[config.mk]
export PLATFORM = sky130hd
export DESIGN_NAME = crtc_mode_loader
export DESIGN_NICKNAME = d
export VERILOG_FILES = /design/src/rtl/crtc_loader_pkg.sv /design/src/rtl/crtc_mode_rom.sv /design/src/rtl/crtc_mode_loader.sv
export SDC_FILE = /design/constraint.sdc
export NUM_CORES = 1
export LEC_CHECK = 0
export CAP_MARGIN = 30
export CORE_MARGIN = 2
export CORE_UTILIZATION = 40
export CTS_BUF_LIST = sky130_fd_sc_hd__clkbuf_8
export DETAILED_ROUTE_END_ITERATION = 8
export PLACE_DENSITY = 0.67
export SLEW_MARGIN = 20
export SYNTH_ARGS = -nofsm -noshare
export SYNTH_HDL_FRONTEND = slang
export SYNTH_SLANG_ARGS = --single-unit
[constraint.sdc]
create_clock -name clk -period 3.3 [get_ports clk]
set_input_delay 0.66 -clock clk [delete_from_list [all_inputs] [get_ports clk]]
set_output_delay 0.66 -clock clk [all_outputs]
set_load 0.005 [all_outputs]
[src/rtl/crtc_loader_pkg.sv]
// crtc_loader_pkg: shared types and constants for the CRTC mode loader.
// Latency: n/a (constants only).
// Backpressure: n/a.
// Contents: FSM state enum, register-file geometry, the four built-in mode
// tables (R0..R15) and the per-register read-back masks of the 6845.
package crtc_loader_pkg;

  typedef enum logic [2:0] {
    S_IDLE,
    S_IDX,
    S_DAT,
    S_RD,
    S_WAIT,
    S_FIN
  } state_t;

  localparam int NUM_REGS       = 16;
  localparam int LOCK_FIRST_REG = 10;
  localparam int CURSOR_HI_REG  = 14;

  // R12..R15 (start address, cursor address) load as zero for every mode.
  localparam logic [7:0] MODE_TABLE [4][NUM_REGS] = '{
    '{8'd97,  8'd80, 8'd82, 8'd15, 8'd25,  8'd6, 8'd25,  8'd25,
      8'd0,   8'd13, 8'd11, 8'd12, 8'd0,   8'd0, 8'd0,   8'd0},
    '{8'd113, 8'd80, 8'd90, 8'd10, 8'd31,  8'd6, 8'd25,  8'd28,
      8'd2,   8'd7,  8'd6,  8'd7,  8'd0,   8'd0, 8'd0,   8'd0},
    '{8'd56,  8'd40, 8'd45, 8'd10, 8'd31,  8'd6, 8'd25,  8'd28,
      8'd2,   8'd7,  8'd6,  8'd7,  8'd0,   8'd0, 8'd0,   8'd0},
    '{8'd56,  8'd40, 8'd45, 8'd10, 8'd127, 8'd6, 8'd100, 8'd112,
      8'd2,   8'd1,  8'd6,  8'd7,  8'd0,   8'd0, 8'd0,   8'd0}
  };

  // Bits the CRTC actually implements per register; R8 reads back as zero.
  localparam logic [7:0] REG_MASK [NUM_REGS] = '{
    8'hFF, 8'hFF, 8'hFF, 8'h0F, 8'h7F, 8'h1F, 8'h7F, 8'h7F,
    8'h00, 8'h1F, 8'h7F, 8'h1F, 8'h3F, 8'hFF, 8'h3F, 8'hFF
  };

endpackage

[src/rtl/crtc_mode_rom.sv]
// crtc_mode_rom: mode-table and read-back-mask lookup.
// Latency: combinational.
// Backpressure: none.
// Ports: mode (table select), reg_idx (register number) -> value, mask.
import crtc_loader_pkg::*;

module crtc_mode_rom (
  input  logic [1:0] mode,
  input  logic [3:0] reg_idx,
  output logic [7:0] value,
  output logic [7:0] mask
);

  assign value = MODE_TABLE[mode][reg_idx];
  assign mask  = REG_MASK[reg_idx];

endmodule

[src/rtl/crtc_mode_loader.sv]
// crtc_mode_loader: programs a 6845 CRTC over its index/data port with a mode table or cursor position.
// Latency: first stroke one cycle after acceptance; per register IDX+DAT (+RD) strokes, each followed by GAP idles.
// Backpressure: start is dropped while busy; cur_req is a held level, deferred behind a load, released by cur_ack.
// Build option: define CRTC_LOADER_VERIFY_EN to add a masked read-back after every data stroke (error/error_reg).
// Ports: clk/reset_n (sync, active low); start/mode_sel/lock request a table load; cur_req/cur_pos/cur_ack
//        cursor update handshake; busy/done status; crtc_cs/a0/write/read/bus/bus_in CRTC port; error/error_reg.
import crtc_loader_pkg::*;

module crtc_mode_loader #(
  parameter int         GAP          = 0,
  parameter logic [1:0] DEFAULT_MODE = 2'd0,
  parameter bit         AUTOLOAD     = 1'b1
) (
  input  logic        clk,
  input  logic        reset_n,
  input  logic        start,
  input  logic [1:0]  mode_sel,
  input  logic        lock,
  input  logic        cur_req,
  input  logic [13:0] cur_pos,
  output logic        cur_ack,
  output logic        busy,
  output logic        done,
  output logic        crtc_cs,
  output logic        crtc_a0,
  output logic        crtc_write,
  output logic        crtc_read,
  output logic [7:0]  crtc_bus,
  input  logic [7:0]  crtc_bus_in,
  output logic        error,
  output logic [4:0]  error_reg
);

  localparam int         GW       = (GAP > 1) ? $clog2(GAP) : 1;
  localparam logic [3:0] LAST_REG = 4'(NUM_REGS - 1);

  state_t        state_q, state_d, ret_q, ret_d, after;
  logic [3:0]    ptr_q, ptr_d;
  logic [1:0]    mode_q, mode_d;
  logic          cursor_q, cursor_d;
  logic [13:0]   curpos_q, curpos_d;
  logic [GW-1:0] gap_q, gap_d;
  logic          auto_q, auto_d;
  logic          accept_start, accept_cur, stroke, reg_end;
  logic [7:0]    rom_value, rom_mask, dat_val, bus_d;
  logic          cs_d, a0_d, wr_d;

  crtc_mode_rom u_rom (
    .mode    (mode_d),
    .reg_idx (ptr_d),
    .value   (rom_value),
    .mask    (rom_mask)
  );

  always_comb begin
    state_d      = state_q;
    ret_d        = ret_q;
    ptr_d        = ptr_q;
    mode_d       = mode_q;
    cursor_d     = cursor_q;
    curpos_d     = curpos_q;
    gap_d        = gap_q;
    auto_d       = auto_q;
    accept_start = 1'b0;
    accept_cur   = 1'b0;
    stroke       = 1'b0;
    reg_end      = 1'b0;
    after        = S_FIN;
    case (state_q)
      S_IDLE: begin
        // auto_q is set only for the first cycle out of reset and acts as a start.
        if (start || auto_q) begin
          accept_start = 1'b1;
          auto_d       = 1'b0;
          mode_d       = auto_q ? DEFAULT_MODE : mode_sel;
          ptr_d        = lock ? 4'(LOCK_FIRST_REG) : 4'd0;
          cursor_d     = 1'b0;
          state_d      = S_IDX;
        end else if (cur_req) begin
          accept_cur = 1'b1;
          ptr_d      = 4'(CURSOR_HI_REG);
          cursor_d   = 1'b1;
          curpos_d   = cur_pos;
          state_d    = S_IDX;
        end
      end
      S_IDX: begin
        stroke = 1'b1;
        after  = S_DAT;
      end
`ifdef CRTC_LOADER_VERIFY_EN
      S_DAT: begin
        stroke = 1'b1;
        after  = S_RD;
      end
      S_RD: begin
        stroke  = 1'b1;
        reg_end = 1'b1;
      end
`else
      S_DAT: begin
        stroke  = 1'b1;
        reg_end = 1'b1;
      end
`endif
      S_WAIT: begin
        if (gap_q == '0) state_d = ret_q;
        else             gap_d   = gap_q - GW'(1);
      end
      S_FIN:   state_d = S_IDLE;
      default: state_d = S_IDLE;
    endcase

    // The pointer advances as the last stroke of a register completes, so a
    // following WAIT already holds the next register number.
    if (reg_end) begin
      if (ptr_q == LAST_REG) begin
        after = S_FIN;
      end else begin
        after = S_IDX;
        ptr_d = ptr_q + 4'd1;
      end
    end

    if (stroke) begin
      if (GAP > 0) begin
        state_d = S_WAIT;
        ret_d   = after;
        gap_d   = GW'(GAP - 1);
      end else begin
        state_d = after;
      end
    end
  end

  // Outputs are decoded from the next state and registered, so strobes line up
  // exactly with the state the FSM occupies.
  assign dat_val = cursor_d ? ((ptr_d == 4'(CURSOR_HI_REG)) ? {2'b00, curpos_d[13:8]} : curpos_d[7:0])
                            : rom_value;

  always_comb begin
    cs_d  = 1'b0;
    a0_d  = 1'b0;
    wr_d  = 1'b0;
    bus_d = 8'h00;
    case (state_d)
      S_IDX: begin
        cs_d  = 1'b1;
        wr_d  = 1'b1;
        bus_d = {4'b0000, ptr_d};
      end
      S_DAT: begin
        cs_d  = 1'b1;
        a0_d  = 1'b1;
        wr_d  = 1'b1;
        bus_d = dat_val;
      end
`ifdef CRTC_LOADER_VERIFY_EN
      S_RD: begin
        cs_d = 1'b1;
        a0_d = 1'b1;
      end
`endif
      default: ;
    endcase
  end

  always_ff @(posedge clk) begin
    if (!reset_n) begin
      state_q    <= S_IDLE;
      ret_q      <= S_IDLE;
      ptr_q      <= 4'd0;
      mode_q     <= 2'd0;
      cursor_q   <= 1'b0;
      curpos_q   <= 14'd0;
      gap_q      <= '0;
      auto_q     <= AUTOLOAD;
      crtc_cs    <= 1'b0;
      crtc_a0    <= 1'b0;
      crtc_write <= 1'b0;
      crtc_bus   <= 8'h00;
      busy       <= 1'b0;
      done       <= 1'b0;
      cur_ack    <= 1'b0;
    end else begin
      state_q    <= state_d;
      ret_q      <= ret_d;
      ptr_q      <= ptr_d;
      mode_q     <= mode_d;
      cursor_q   <= cursor_d;
      curpos_q   <= curpos_d;
      gap_q      <= gap_d;
      auto_q     <= auto_d;
      crtc_cs    <= cs_d;
      crtc_a0    <= a0_d;
      crtc_write <= wr_d;
      crtc_bus   <= bus_d;
      busy       <= (state_d == S_IDX) || (state_d == S_DAT) || (state_d == S_RD) || (state_d == S_WAIT);
      done       <= (state_d == S_FIN);
      cur_ack    <= accept_cur;
    end
  end

`ifdef CRTC_LOADER_VERIFY_EN
  logic       rd_q, error_q;
  logic [4:0] error_reg_q;
  logic [7:0] exp_q;

  always_ff @(posedge clk) begin
    if (!reset_n) begin
      rd_q        <= 1'b0;
      error_q     <= 1'b0;
      error_reg_q <= 5'd0;
      exp_q       <= 8'h00;
    end else begin
      rd_q <= (state_d == S_RD);
      if (state_d == S_DAT) exp_q <= dat_val & rom_mask;
      // Only the first mismatch is recorded; the sequence carries on regardless.
      if (accept_start) begin
        error_q     <= 1'b0;
        error_reg_q <= 5'd0;
      end else if (state_q == S_RD && crtc_bus_in != exp_q && !error_q) begin
        error_q     <= 1'b1;
        error_reg_q <= {1'b0, ptr_q};
      end
    end
  end

  assign crtc_read = rd_q;
  assign error     = error_q;
  assign error_reg = error_reg_q;
`else
  logic unused_readback;
  assign unused_readback = ^{crtc_bus_in, rom_mask};
  assign crtc_read = 1'b0;
  assign error     = 1'b0;
  assign error_reg = 5'd0;
`endif

endmodule
==> results.md <==
* Status: complete, no violations
* Crit path time final at 2.84 ns
* CTS tree: built
* Layout cell share with drive strength beyond 1 at 10.9%
* Area contributors post-synth: dfxtp_1, nand2_1, nor2_1
* ANT nets after route at 0
* Initial antenna violation count at 0
* Vias in the first global route at 1796
* Synth Area per Inst at 8.36 µm²
* Detailed Route WL at 5.04 mm
* Fin nets at 318
* RSZ-0062 raised after global routing: false
* CORE AREA at 5040 µm²
* EDFF count, synth at 0
* # hold bufs at CTS at 0
* CP max FO at 12
* Slew HR at 53.3%
* Worst Max-Slew Pin Slew at 0.699 ns
* Synth unique cells at 62
* # rows at 26
* Area Overhead vs Synth at 23.7%
* Ant. Diodes at 0
* Setup CP Type: in2reg
* Yosys top cell area share at 36.7%
* Post-synthesis sequential area ratio at 36.7%
* Synth Instances at 248
* Startpoint Class: input pin
* CTS max path bufs at 2
* Post-CTS Resized at 0
* Most frequent cells in the layout: nand2_1, dfxtp_1, clkdlybuf4s50_1
* TritonCTS Sinks at 38
* CTS buffer count at 5
* Pin count of the biggest net entering global routing at 23
* Leak at 0.944 nW
* Fraction of registers with async set/reset at 0%
* Cell Pwr Density at 471 nW/µm²
* I/O Pins at 50
* Vias/cell at 5.41
* GRT Total Usage at 18.5%
* Initial DRC count at 97
* Worst-path clk slew at 0.08 ns
* Root buf cell: clkbuf_8
* Hold WC Path Type: reg2reg
* HPWL after DPL at 3.60 mm
* Final setup violation count at 0
* Die Width at 76.0 µm
* Max cap viols at 0
* Die Ht at 76.0 µm
* Highest clock rate at 353 MHz
* Die area at 5780 µm²
* H-tree depth at 2
* Remaining global-route overflow at 0
* Vias at 1916
* FF+latch count, synth at 38
* Starting Density at 41.1%
* Period utilization at 86.0%
* Count of input and output buffers at 34
* GP Congestion at 0.978
* Yosys warning count at 0
* Worst-Skew Late Latency at 0.29 ns
* Ys flop type: dfxtp_1
* Setup TNS Final at 0 ns
* Clk_skew at 0.00603 ns
* Slew Limit Fails at 0
* Crit end category: register
* Mapped cell area at 2070 µm²
* Max VDD drop at 0.180 mV
* Post-CTS Setup Inserts at 0
* Worst Path Arrival at 2.99 ns
* Routed len/inst at 14.2 µm
* TritonRoute pass-1 iters at 4
* First-pass GRT wire length at 8.69 mm
* Yosys top cell by area: dfxtp_1
* Min Hold Slack at 0.457 ns
* Final hold vios at 0
* WP data required at 3.45 ns
* DRC Markers at 0
## layer usage
layer	GRT usage [%]	routed length, µm	vias up
met1	24.3	2300	883
met5	0	0	-
met3	4.27	296	12
met2	29.9	2350	75
li1	-	-	946
met4	6.91	94	0
## flip-flops by register name, indices dropped and copies added (netlist names)
| name | cells |
|---|---|
| done | 1 |
| crtc_a0 | 1 |
| ptr_q | 4 |
| crtc_write | 1 |
| curpos_q | 14 |
| crtc_bus | 8 |
| cursor_q | 1 |
| cur_ack | 1 |
| busy | 1 |
| auto_q | 1 |
| state_q | 3 |
| mode_q | 2 |
## worst max-delay path, stage by stage
cell             delay [ns]
clkdlybuf4s50_1        0.63
nor4_1                 0.12
a211oi_1               0.40
o221ai_2               0.18
nor4_2                 0.26
buf_4                  0.23
mux2i_1                0.09
a221oi_1               0.32
a31oi_1                0.10
## report_power, final
part / internal, W / switching, W
sequential: 0.000483 / 0.0000176
combinational: 0.000133 / 0.000160
clock: 0.000242 / 0.000171
## path summary, 6_finish.rpt
| check | from | to | slack, ns | cells after the start |
|---|---|---|---|---|
| setup reg to reg | state_q[1] | crtc_bus[1] | 0.58 | 8 |
| hold / removal | curpos_q[12] | curpos_q[12] | 0.46 | 2 |
| setup / recovery | start | crtc_bus[1] | 0.46 | 9 |
| hold reg to reg | curpos_q[12] | curpos_q[12] | 0.46 | 2 |
## synthesized netlist by cell type (4+ instances only)
| cell | number |
|---|---|
| a31oi_1 | 4 |
| nor2_1 | 24 |
| clkbuf_1 | 6 |
| dfxtp_1 | 38 |
| inv_1 | 8 |
| o21ai_1 | 4 |
| nor3_1 | 4 |
| nand2_1 | 38 |
| ha_1 | 5 |
| a211oi_1 | 7 |
| o21ai_0 | 5 |
| buf_4 | 8 |
| a21oi_1 | 17 |
| nand3_1 | 8 |
| mux2i_1 | 6 |
| nor2b_1 | 4 |
## cell type report
type,instances,area (µm²)
Clock inverter,1,30.0
Inverter,8,30.0
Tap cell,70,87.6
Sequential cell,38,761
Fill cell,489,2480
Clock buffer,6,82.6
Timing Repair Buffer,43,408
Multi-Input combinational cell,188,1160
## logic make-up (layout without fill, tap and decap cells)
group / count (synthesis) / after routing / share of synthesized area, %
xor+xnor: 1 / 1 / 0.423
flops: 38 / 38 / 36.7
buf+inv: 28 / 58 / 8.21
fa+ha+maj: 5 / 5 / 3.02
compound gates: 69 / 69 / 25.3
mux: 6 / 6 / 2.90
other cells: 1 / 7 / 0.181
simple gates: 100 / 100 / 23.3
## through the flow
step | instances | util (%) | power (W) | setup slack, ns | instance area, µm²
after CTS | 354 | 50.8 | 0.00121 | 0.454 | 2560
after global placement | 347 | 48.6 | 0.000797 | 0.212 | 2450
final | 354 | 50.8 | 0.00121 | 0.463 | 2560
after detailed placement | 347 | 48.6 | 0.000799 | 0.153 | 2450
after floorplan | 254 | - | 0.000712 | 0.964 | 2100
after global routing | 354 | 50.8 | 0.00126 | 0.221 | 2560
Note: power is estimated with default switching activity, not from simulation.
